===== config.mk =====
export PLATFORM = sky130hd
export DESIGN_NAME = calc_seq_ctrl
export DESIGN_NICKNAME = d
export VERILOG_FILES = /design/src/rtl/calc_pkg.sv /design/src/rtl/calc_step_alu.sv /design/src/rtl/calc_seq_ctrl.sv
export SDC_FILE = /design/constraint.sdc
export NUM_CORES = 1
export LEC_CHECK = 0
export ABC_AREA = 1
export CAP_MARGIN = 20
export CORE_ASPECT_RATIO = 0.5
export CORE_MARGIN = 2
export CORE_UTILIZATION = 50
export DETAILED_ROUTE_END_ITERATION = 6
export DONT_BUFFER_PORTS = 1
export PLACE_DENSITY = 0.69
export SLEW_MARGIN = 20
export SYNTH_ARGS = -nofsm -noshare
export SYNTH_HDL_FRONTEND = slang
export SYNTH_SLANG_ARGS = --single-unit

===== constraint.sdc =====
create_clock -name clk -period 4.4 [get_ports clk]
set_input_delay 0.44 -clock clk [delete_from_list [all_inputs] [get_ports clk]]
set_output_delay 0.44 -clock clk [all_outputs]
set_load 0.02 [all_outputs]

===== src/rtl/calc_pkg.sv =====
// Shared types and constants for the calculator sequencing controller.
// Build option CALC_SEQ_SAT_EN (used by calc_seq_ctrl) selects saturation instead of wrap.
package calc_pkg;

  localparam int WIDTH = 8;

  localparam logic [2:0] OP_LOAD = 3'b000;
  localparam logic [2:0] OP_ADD  = 3'b001;
  localparam logic [2:0] OP_SUB  = 3'b010;
  localparam logic [2:0] OP_MUL  = 3'b011;
  localparam logic [2:0] OP_NEG  = 3'b100;
  localparam logic [2:0] OP_CLR  = 3'b101;

  typedef enum logic [1:0] {
    IDLE    = 2'd0,
    EXEC    = 2'd1,
    MUL_RUN = 2'd2,
    DONE    = 2'd3
  } state_e;

  localparam logic [WIDTH-1:0] SMAX = {1'b0, {(WIDTH-1){1'b1}}};
  localparam logic [WIDTH-1:0] SMIN = {1'b1, {(WIDTH-1){1'b0}}};

  typedef struct packed {
    logic [WIDTH-1:0] res;
    logic             ovf;
    logic             sign;
  } step_t;

  // Unsigned magnitude; -128 maps to 128, which still fits in WIDTH unsigned bits.
  function automatic logic [WIDTH-1:0] abs_mag(input logic [WIDTH-1:0] v);
    return v[WIDTH-1] ? (~v + WIDTH'(1)) : v;
  endfunction

endpackage


===== src/rtl/calc_step_alu.sv =====
// One signed add/sub step on sign-extended operands; shared by single-step ops
// and every multiply iteration.
module calc_step_alu
  import calc_pkg::*;
(
  input  logic [WIDTH-1:0] a_i,
  input  logic [WIDTH-1:0] b_i,
  input  logic             sub_i,
  output step_t            step_o
);

  logic [WIDTH:0] a_x;
  logic [WIDTH:0] b_x;
  logic [WIDTH:0] sum_x;

  // NOTE: every combinational output is assigned on every path, so no latch can be inferred.
  always_comb begin
    a_x         = {a_i[WIDTH-1], a_i};
    b_x         = {b_i[WIDTH-1], b_i};
    sum_x       = sub_i ? (a_x - b_x) : (a_x + b_x);
    step_o.res  = sum_x[WIDTH-1:0];
    step_o.ovf  = sum_x[WIDTH] ^ sum_x[WIDTH-1];
    step_o.sign = sum_x[WIDTH];
  end

endmodule


===== src/rtl/calc_seq_ctrl.sv =====
// Command sequencer for the 8-bit signed calculator path: single-step ops plus
// iterated multiply. Define CALC_SEQ_SAT_EN to clamp overflowed results.
module calc_seq_ctrl #(
  parameter int WIDTH      = 8,
  parameter int STICKY_OVF = 1
) (
  input  logic             clk,
  input  logic             rst_n,
  input  logic             cmd_valid,
  output logic             cmd_ready,
  input  logic [2:0]       cmd_op,
  input  logic [WIDTH-1:0] cmd_data,
  output logic             res_valid,
  input  logic             res_ready,
  output logic [WIDTH-1:0] res_data,
  output logic             res_ovf,
  output logic             res_err,
  output logic [WIDTH-1:0] acc,
  output logic             acc_ovf,
  output logic             busy
);
  import calc_pkg::*;

  state_e           state_q;
  logic [2:0]       op_q;
  logic [WIDTH-1:0] b_q, a_q, p_q, cnt_q;
  logic             mul_ovf_q;
  logic [WIDTH-1:0] acc_q, res_data_q;
  logic             acc_ovf_q, res_ovf_q, res_err_q;

  logic [WIDTH-1:0] alu_a, alu_b;
  logic             alu_sub;
  step_t            alu_out;

  logic [WIDTH-1:0] exec_data, mul_data;
  logic [WIDTH-1:0] fin_data_d;
  logic             fin_ovf_d, fin_err_d, acc_ovf_d;

  always_comb begin
    alu_a   = acc_q;
    alu_b   = b_q;
    alu_sub = 1'b0;
    if (state_q == MUL_RUN) begin
      alu_a   = p_q;
      alu_b   = a_q;
      alu_sub = b_q[WIDTH-1];
    end else begin
      case (op_q)
        OP_SUB: alu_sub = 1'b1;
        OP_NEG: begin
          alu_a   = '0;
          alu_b   = acc_q;
          alu_sub = 1'b1;
        end
        default: alu_sub = 1'b0;
      endcase
    end
  end

  calc_step_alu u_alu (
    .a_i   (alu_a),
    .b_i   (alu_b),
    .sub_i (alu_sub),
    .step_o(alu_out)
  );

`ifdef CALC_SEQ_SAT_EN
  // Multiply direction is the sign of a*b; a is nonzero whenever overflow occurred.
  assign exec_data = alu_out.ovf ? (alu_out.sign ? SMIN : SMAX) : alu_out.res;
  assign mul_data  = mul_ovf_q ? ((a_q[WIDTH-1] ^ b_q[WIDTH-1]) ? SMIN : SMAX) : p_q;
`else
  logic unused_sign;
  assign unused_sign = alu_out.sign;
  assign exec_data   = alu_out.res;
  assign mul_data    = p_q;
`endif

  always_comb begin
    fin_data_d = exec_data;
    fin_ovf_d  = alu_out.ovf;
    fin_err_d  = 1'b0;
    if (state_q == MUL_RUN) begin
      fin_data_d = mul_data;
      fin_ovf_d  = mul_ovf_q;
    end else begin
      case (op_q)
        OP_LOAD: begin
          fin_data_d = b_q;
          fin_ovf_d  = 1'b0;
        end
        OP_ADD, OP_SUB, OP_NEG: begin
          fin_data_d = exec_data;
          fin_ovf_d  = alu_out.ovf;
        end
        OP_MUL, OP_CLR: begin
          fin_data_d = '0;
          fin_ovf_d  = 1'b0;
        end
        default: begin
          fin_data_d = acc_q;
          fin_ovf_d  = 1'b0;
          fin_err_d  = 1'b1;
        end
      endcase
    end

    if (op_q == OP_LOAD || op_q == OP_CLR) acc_ovf_d = 1'b0;
    else if (STICKY_OVF != 0)              acc_ovf_d = acc_ovf_q | fin_ovf_d;
    else                                   acc_ovf_d = fin_ovf_d;
  end

  // NOTE: sequential state uses non-blocking assignments so every register samples pre-edge values.
  always_ff @(posedge clk or negedge rst_n) begin
    if (!rst_n) begin
      state_q    <= IDLE;
      op_q       <= OP_LOAD;
      b_q        <= '0;
      a_q        <= '0;
      p_q        <= '0;
      cnt_q      <= '0;
      mul_ovf_q  <= 1'b0;
      acc_q      <= '0;
      acc_ovf_q  <= 1'b0;
      res_data_q <= '0;
      res_ovf_q  <= 1'b0;
      res_err_q  <= 1'b0;
    end else begin
      case (state_q)
        IDLE: begin
          if (cmd_valid) begin
            op_q      <= cmd_op;
            b_q       <= cmd_data;
            a_q       <= acc_q;
            p_q       <= '0;
            cnt_q     <= abs_mag(cmd_data);
            mul_ovf_q <= 1'b0;
            state_q   <= (cmd_op == OP_MUL && cmd_data != '0) ? MUL_RUN : EXEC;
          end
        end
        EXEC, MUL_RUN: begin
          if (state_q == MUL_RUN && cnt_q != '0) begin
            p_q       <= alu_out.res;
            mul_ovf_q <= mul_ovf_q | alu_out.ovf;
            cnt_q     <= cnt_q - WIDTH'(1);
          end else begin
            res_data_q <= fin_data_d;
            res_ovf_q  <= fin_ovf_d;
            res_err_q  <= fin_err_d;
            if (!fin_err_d) begin
              acc_q     <= fin_data_d;
              acc_ovf_q <= acc_ovf_d;
            end
            state_q <= DONE;
          end
        end
        DONE: begin
          if (res_ready) state_q <= IDLE;
        end
        default: state_q <= IDLE;
      endcase
    end
  end

  assign cmd_ready = (state_q == IDLE);
  assign busy      = (state_q != IDLE);
  assign res_valid = (state_q == DONE);
  assign res_data  = res_data_q;
  assign res_ovf   = res_ovf_q;
  assign res_err   = res_err_q;
  assign acc       = acc_q;
  assign acc_ovf   = acc_ovf_q;

endmodule

---- Word level (Yosys, flattened, before mapping) ----
Index checks and enable logic that the tools add are counted.
word-level totals
  memories kept ........................... 0
  bits in latches ......................... 0
  register bits after elaboration ......... 57
  input port bits ......................... 15
  bits in read-only memories .............. 0
  RAM bits ................................ 0
  output and inout port bits .............. 22
cells by class
  order comparisons ....................... 0
  multiplexer cells ....................... 29
  shifts and indexed selects .............. 0
  reduce and logical (&&, ||, !) cells .... 19
  divide/modulo/power cells ............... 0
  bitwise gates (word level) .............. 6
  equal/unequal tests ..................... 13
  multipliers ............................. 0
  add/sub/neg operators ................... 4
operator list
  cell                                                                   number
  8-bit 2-to-1 mux                                                       10
  8-bit one-hot mux with 2 select lines                                  2
  8-bit one-hot mux with 3 select lines                                  1
  8-bit nonzero test                                                     2
  8-bit by 8-bit adder with 9-bit output                                 1
  3-bit by 2-bit equality test with 1-bit output, second input constant  3
  1-bit 2-to-1 mux                                                       9
  9-bit 2-to-1 mux                                                       1
  3-bit AND reduction                                                    3
  8-bit by 8-bit subtractor with 9-bit output                            1
  8-bit by 1-bit adder with 8-bit output, second input constant          1
  2-bit 2-to-1 mux                                                       4
  8-bit NOT                                                              1
  8-bit by 1-bit subtractor with 8-bit output, second input constant     1
  3-bit equality test, second input constant                             2
  2-bit inequality test, second input constant                           3
  2-bit one-hot mux with 3 select lines                                  1
  2-bit OR reduction                                                     3
  6-bit OR reduction                                                     1
  2-bit equality test, second input constant                             2
  2-bit AND reduction                                                    2
  2-bit nonzero test                                                     2
  3-bit by 1-bit equality test with 1-bit output, second input constant  1
  3-bit logical NOT                                                      1
  other kinds (10)                                                       13

---- Longest topological paths before layout ----
Gate-level depths: netlist of the first run.
  depth after elaboration ................. 10
  depth in mapped cells ................... 26

---- By module ----
A second synthesis of the first run with hierarchy kept.
second synthesis, totals
  cell total of the unflattened synthesis .. 603
  area total of the unflattened synthesis .. 4,047.6 um2
by module, submodules not included
  module         area an instance (um2)  sequential area each (um2)  cells each  times used
  calc_seq_ctrl  3,388.2                 1,426.4                     494         1
  calc_step_alu  659.4                   0.0                         109         1

---- Least setup slack after synthesis of the first run ----
OpenSTA, ideal clock, no wires.
  kind .................................... register to register
  from .................................... register state_q[0]
  to ...................................... register acc_q[7] (netlist: acc[7])
  arrival ................................. 3,287 ps
  period minus slack after synthesis ...... 3,415 ps
  setup slack ............................. 985 ps
  required time ........................... 4,271 ps
  buffers on the path ..................... 2
  stages on the path, launching flop included .. 24
  path through ............................ dfrtp_1 > inv_1 > ha_1 > inv_2 > buf_4 > buf_4 > o21ai_0 > ha_1 > nand3_2 > nor2_2 > nor2_1 > xor2_1 > ha_1 > inv_1 > nor3_1 > nand2_1 > o211ai_1 > or2_2 > nand2_1 > o221ai_1 > nand2_1 > nand2_1 > nand2_1 > o21ai_0
on the way
  cells in the longest elaborated chain, start to end .. 6
  elaborated cells between the ends (all ways) .. 16
RTL lines
  what                                                                                                   RTL line              text
  start: declaration                                                                                     calc_seq_ctrl.sv:24   state_e state_q;
  start signal: assignment                                                                               calc_seq_ctrl.sv:137  state_q <= (cmd_op == OP_MUL && cmd_data != '0) ? MUL_RUN : EXEC;
  2-bit equality test                                                                                    n/a
  8-bit 2-to-1 mux                                                                                       calc_seq_ctrl.sv:43   if (state_q == MUL_RUN) begin
  8-bit by 8-bit adder with 9-bit output or 8-bit by 8-bit subtractor with 9-bit output (tied branches)  calc_step_alu.sv:20   sum_x = sub_i ? (a_x - b_x) : (a_x + b_x);
  9-bit 2-to-1 mux                                                                                       calc_step_alu.sv:20
  8-bit one-hot mux with 3 select lines                                                                  calc_seq_ctrl.sv:86   case (op_q)
  8-bit 2-to-1 mux                                                                                       calc_seq_ctrl.sv:82   if (state_q == MUL_RUN) begin
  end signal: assignment                                                                                 calc_seq_ctrl.sv:150  acc_q <= fin_data_d;
  end: declaration                                                                                       calc_seq_ctrl.sv:28   logic [WIDTH-1:0] acc_q, res_data_q;
Parallel ways exist; a longest one is shown, timed or not.
A chain may end at the register's enable or synchronous reset.

---- Final worst setup path of the first run ----
  from .................................... register op_q[0]
  to ...................................... register acc_q[7] (netlist: acc[7])
on the way
  cells in the longest elaborated chain, start to end .. 7
  elaborated cells between the ends (all ways) .. 25
RTL lines
  what                                                                                   RTL line                                  text
  start: declaration                                                                     calc_seq_ctrl.sv:25                       logic [2:0] op_q;
  start signal: assignment                                                               calc_seq_ctrl.sv:131                      op_q <= cmd_op;
  3-bit equality test or 3-bit by 2-bit equality test with 1-bit output (tied branches)  calc_seq_ctrl.sv:48, calc_seq_ctrl.sv:86
  8-bit 2-to-1 mux or 2-bit OR reduction (tied branches)                                 n/a
  8-bit 2-to-1 mux or 1-bit 2-to-1 mux (tied branches)                                   calc_seq_ctrl.sv:43, calc_seq_ctrl.sv:48
  8-bit by 8-bit adder with 9-bit output (tied with other cells)                         calc_step_alu.sv:20
  9-bit 2-to-1 mux                                                                       calc_step_alu.sv:20
  8-bit one-hot mux with 3 select lines                                                  calc_seq_ctrl.sv:86
  8-bit 2-to-1 mux                                                                       calc_seq_ctrl.sv:82
Parallel ways exist; a longest one is shown, timed or not.

==> results of run 1 <==
## how the worst min path moves through the flow
stage                            from  endpoint  slack [ns]  cells past startpoint
final                     cmd_data[5]    b_q[5]        0.22                      2
after global routing      cmd_data[5]    b_q[5]        0.22                      2
after CTS                 cmd_data[5]    b_q[5]        0.22                      2
after floorplan                 rst_n    a_q[0]        0.14                      0
after global placement          rst_n  cnt_q[0]        0.15                      0
after detailed placement        rst_n  cnt_q[0]        0.15                      0
## layout make-up
| cell class | instances | area share (%) |
|---|---|---|
| flip-flops and latches | 57 | 33.3 |
| clock inverters | 5 | 1.84 |
| inverters | 68 | 5.95 |
| multi-input cells | 368 | 48.6 |
| repair buffers | 8 | 1.93 |
| well taps | 96 | 2.80 |
| clock buffers | 11 | 5.66 |
## cell families (layout without fill, tap and decap cells)
group | after synthesis | after routing | share of synthesized area, %
compound gates | 127 | 127 | 19.7
flops | 57 | 57 | 37.0
fa+ha+maj | 16 | 16 | 5.39
xor+xnor | 12 | 12 | 2.92
buf+inv | 85 | 92 | 8.96
simple gates | 213 | 213 | 26.0
## worst reg2reg max path, cell delays in order, from the launching register on
cell	delay (ns)
dfrtp_1	0.43
nor2_4	0.23
nand2_4	0.16
inv_2	0.21
nand2_1	0.08
o211ai_1	0.07
o21ai_0	0.16
inv_1	0.12
ha_1	0.20
nand3_2	0.11
nor2_2	0.15
nor2_1	0.06
xor2_1	0.17
ha_1	0.33
inv_1	0.12
nor3_1	0.06
nand2_1	0.06
o211ai_1	0.11
or2_2	0.29
nand2_1	0.14
o221ai_1	0.13
nand2_1	0.11
nand2_1	0.05
nand2_1	0.05
o21ai_0	0.09
## synth_stat cells (4+ instances only)
master / count / share of area (%)
a21oi_1: 16 / 2.1
a22oi_1: 4 / 0.78
a31oi_1: 11 / 1.8
clkbuf_1: 10 / 0.97
dfrtp_1: 57 / 37
ha_1: 15 / 4.9
inv_1: 62 / 6.0
inv_2: 4 / 0.39
nand2_1: 109 / 11
nand2_2: 16 / 2.6
nand3_1: 30 / 3.9
nand3_2: 7 / 1.8
nor2_1: 29 / 2.8
nor3_1: 5 / 0.65
o21ai_0: 68 / 8.8
o31ai_1: 7 / 1.4
or2_2: 5 / 0.81
xor2_1: 9 / 2.0
## stage by stage
step | worst slack [ns] | instance area [um2] | utilization (%)
after floorplan | 0.985 | 3850 | -
after global placement | 0.689 | 3930 | 53.1
after detailed placement | 0.632 | 3930 | 53.1
after CTS | 0.614 | 4290 | 57.9
after global routing | 0.202 | 4290 | 57.9
final | 0.564 | 4290 | 57.9
## sequential cells by signal, summed over array words and instances, names as in the netlist
name / cells
res_ovf: 1
a_q: 8
mul_data: 8
mul_ovf_q: 1
acc_ovf: 1
res_err: 1
cnt_q: 8
b_q: 8
acc: 8
state_q: 2
op_q: 3
res_data: 8
## per-layer routing
metal	up-vias	part of all wire, %	global-route usage, %
met5	-	0	0
met3	12	9.6	9.47
met1	1574	49	38.4
li1	1699	-	-
met2	121	40	36.4
met4	0	1.1	7.55
==> flow_summary.ini, run 1 <==
[outcome]
status = finished, final reports clean

[hold_path]
holdCritPathClass = in -> reg

[sta]
slew_violations = 0
period_share_pct = 87.2
fin_setup_tns_ns = 0
whs_ns = 0.219
setup_viol = 0
rsz0062_at_grt = no
period_minus_slack_ns = 3.84
slew-limit-headroom_pct = 59.6
finalHoldViolCount = 0
clock_skew_ns = 0.00794
worst_pin_slew_ns = 0.603
fmax_mhz = 261

[synthesis]
synth-edff-count = 0
synth_seq_area_share_pct = 37.0
ys_types = 45
synthesis.area_mm2 = 0.00385
synth_ff_type = dfrtp_1
synth_seq_cells = 57
netlist_instances = 510
synthArstFlopShare_pct = 100
postSynthAreaPerCell_um2 = 7.56
yosysWarnings = 0
syn_nets = 541

[die]
std_cell_rows = 22
design.core.area_mm2 = 0.00740
die_h_um = 66.1
die_x_um = 128
io_pins = 37
start_util_pct = 52.0
dieArea_mm2 = 0.00847

[finish]
layout_commonest_cell = nand2_1
final_cell_mix = nand2_1 (109), o21ai_0 (68), inv_1 (62), dfrtp_1 (57), nand3_1 (30)
nFillCells = 658
num_antenna_cells = 0
finalNetCount = 543
multi_input_area_mm2 = 0.00208
seqCellArea_mm2 = 0.00143
layoutNonFillerInstCount = 613
area_growth_pct = 11.3
drive_above_1_share_pct = 13.3

[worst_setup_path]
rr_startpoint = op_q[0]
start_kind = flip-flop
worst-path-max-fanout = 12
cp.required_ns = 4.60
cpPeakStageDelay_ns = 0.43
path_class = reg -> reg
rr_worst_depth = 24
cp.depth = 24
path_cells = nor2_4, nand2_4, inv_2, nand2_1, o211ai_1, o21ai_0, inv_1, ha_1, nand3_2, nor2_2, nor2_1, xor2_1, ha_1, inv_1, nor3_1, nand2_1, o211ai_1, or2_2, nand2_1, o221ai_1, nand2_1, nand2_1, nand2_1, o21ai_0
cpMaxStageDelayCell = dfrtp_1
crit_path_start = op_q[0]
r2r_setup_slack_ns = 0.56
cp.arrival_ns = 4.03
endpoint_kind = flip-flop
crit_path_frequent_cell = nand2_1
timing.critical_path.buf_inv = 3
cp-endpoint = acc[7]
crit_family = simple AND/OR/NAND/NOR gates
timing.rr.end = acc[7]

[route]
num_vias = 3406
first_pass_iters = 5
routedWlPerCell_um = 16.5
postRouteAntennaNets = 0
routed_wl_um = 10100
drc = 0
drtIter0Drc = 339
vias_per_cell = 5.56

[clocking]
clk_pin_slew_worst_paths_ns = 0.05
hold_buffers = 2
cts_buffers = 9
htreeDepth = 3
cts.sinks = 57
cts_tree = built
post_cts_resized = 0
cts_setup_buffers = 0
cts.path.max_buffers = 2
clock_latency_ns = 0.34
root_buffer = clkbuf_16

[placed_design]
dpl.cell_count = 595
gp_congestion = 0.942
dp_hpwl_um = 7320
port_buffers = 0

[global_route]
grt_overflow = 0
antenna_found_initial = 0
grt_pass1_vias = 3206
grt.total_usage_pct = 26.4
grt_max_degree = 58
grt_pass1_wl_um = 16600

[job]
cap_violations = 0
Power of run 1 is left out: the tool's default activity adds up to more than one toggle a clock period on the data nets, which glitch-free logic cannot reach.
==> inputs of run 2 (changes only) <==
- CORE_ASPECT_RATIO: 0.5 -> 2
- clock period: 4.4 -> 4.51 ns (I/O delays scaled with it)
==> run 2 against run 1 <==
  * Sequential share of layout area rose by 0.13 points
  * Setup slack better by 0.028 ns
  * Global-route usage up 0.29 points
  * Via count grew 0.38%
  * Design area shrank 0.38%
  * Flip-flop and latch count did not move
  * Core utilization down 1.3 points
  * Non-clock buffer count down 1
  * Die area is the same
  * Wire length is 3.1% higher
  * Cell count fell by 0.65%
==> flow_summary.ini, run 2 (synthesized netlist as in run 1, its figures left out) <==
[finish]
layoutNonFillerInstCount = 609
nFillCells = 727
final_cell_mix = nand2_1 (109), o21ai_0 (68), inv_1 (62), dfrtp_1 (57), nand3_1 (30)
area_growth_pct = 10.8
finalNetCount = 542
drive_above_1_share_pct = 13.2
fin_util_pct = 56.6
layout_commonest_cell = nand2_1
num_antenna_cells = 0

[sta]
slew_violations = 0
period_share_pct = 86.9
finalHoldViolCount = 0
period_minus_slack_ns = 3.92
worst_pin_slew_ns = 0.764
slew-limit-headroom_pct = 48.5
rsz0062_at_grt = no
fmax_mhz = 255
setup_viol = 0
clock_skew_ns = 0.00875
setup_slack_ns = 0.592
fin_setup_tns_ns = 0

[global_route]
grt.total_usage_pct = 26.7
grtUsageMet1_pct = 27.8
grtUsageMet2_pct = 48.5
grt_overflow = 0
grt_use_met3_pct = 4.39
grt_pass1_vias = 3421
top_usage_layer = met2
antenna_found_initial = 0
grt_pass1_wl_um = 16800
grt_max_degree = 58

[placed_design]
dp_hpwl_um = 8080
dpl.cell_count = 592
pre_cts_ws_ns = 0.693
port_buffers = 0
gp_congestion = 0.953

[worst_setup_path]
start_kind = flip-flop
cpPeakStageDelay_ns = 0.44
endpoint_kind = flip-flop
cp.required_ns = 4.71
path_class = reg -> reg
cpMaxStageDelayCell = dfrtp_1
path_cells = nor2_4, nand2_4, inv_2, nand2_1, o211ai_1, o21ai_0, inv_1, ha_1, a21oi_1, o21ai_0, nand2_1, ha_1, nand2_1, o21ai_0, xor2_1, o21ai_0, o21ai_0, o21ai_0, nand2_1, o21ai_0
crit_path_frequent_cell = o21ai_0
cp.arrival_ns = 4.12
crit_family = compound AO/OA/AOI/OAI gates
timing.critical_path.buf_inv = 2
worst-path-max-fanout = 12

[clocking]
clk_pin_slew_worst_paths_ns = 0.05
clock_latency_ns = 0.33
cts.path.max_buffers = 2
cts_setup_buffers = 0
htreeDepth = 3
root_buffer = clkbuf_16
cts_tree = built
cts_buffers = 9
cts.sinks = 57

[die]
die_h_um = 128
start_util_pct = 51.1
dieArea_mm2 = 0.00847
design.core.area_mm2 = 0.00754
io_pins = 37
die_x_um = 66.1
std_cell_rows = 45

[outcome]
status = finished, final reports clean

[route]
postRouteAntennaNets = 0
drc = 0
first_pass_iters = 5
routed_wl_um = 10400
num_vias = 3419
vias_per_cell = 5.61
drtIter0Drc = 199
routedWlPerCell_um = 17.1

[job]
cap_violations = 0

[hold_path]
holdCritPathClass = in -> reg
run 2: changes by cell type in the layout (fill, tap and decap cells not counted), sizes merged:
| cell | delta |
|---|---|
| buf | -1 |
| clkinv | -2 |
| clkbuf | +2 |
| bufinv | -1 |
run 2: final timing paths:
path / startpoint / to / slack [ns] / cells after the start
worst min-delay path: cmd_data[5] / b_q[5] / 0.24 / 2
worst min register to register: a_q[6] / a_q[6] / 0.49 / 2
worst max-delay path: op_q[0] / acc[3] / 0.59 / 20
min in group asynchronous: rst_n / acc[5] / 0.65 / 2
max in group asynchronous: rst_n / mul_data[0] / 3.61 / 2
worst max register to register: op_q[0] / acc[3] / 0.59 / 20
run 2: repair_timing:
action / CTS / global route
gates resized for setup: 0 / 0
hold endpoints to repair: 57 / 0
hold buffers: 2 / 0
run 2: layer usage:
layer / up-vias / wire length [um]
li1: 1693 / -
met1: 1591 / 3790
met2: 102 / 5700
met3: 33 / 431
met4: 0 / 517
met5: - / 0
run 2: worst reg2reg max path, cell delays in order (launching register included):
cell,delay (ns)
dfrtp_1,0.44
nor2_4,0.23
nand2_4,0.15
inv_2,0.20
nand2_1,0.07
o211ai_1,0.08
o21ai_0,0.19
inv_1,0.12
ha_1,0.20
a21oi_1,0.05
o21ai_0,0.07
nand2_1,0.08
ha_1,0.36
nand2_1,0.07
o21ai_0,0.39
xor2_1,0.30
o21ai_0,0.11
o21ai_0,0.15
o21ai_0,0.31
nand2_1,0.14
o21ai_0,0.08
run 2: stage by stage:
stage	hold slack (ns)	area (um2)
2_1_floorplan	0.155	3850
3_3_place_gp	0.157	3920
3_5_place_dp	0.157	3920
4_1_cts	0.232	4270
5_1_grt	0.270	4270
6_report	0.243	4270
run 2: cell type report:
cell class	count	area [um2]	share of cell area [%]
multi-input cells	368	2080	48.7
inverters	68	255	5.98
clock inverters	2	35.0	0.820
repair buffers	7	75.1	1.76
flip-flops and latches	57	1430	33.4
clock buffers	13	280	6.56
well taps	94	118	2.75
Power of run 2 is left out for the same reason.
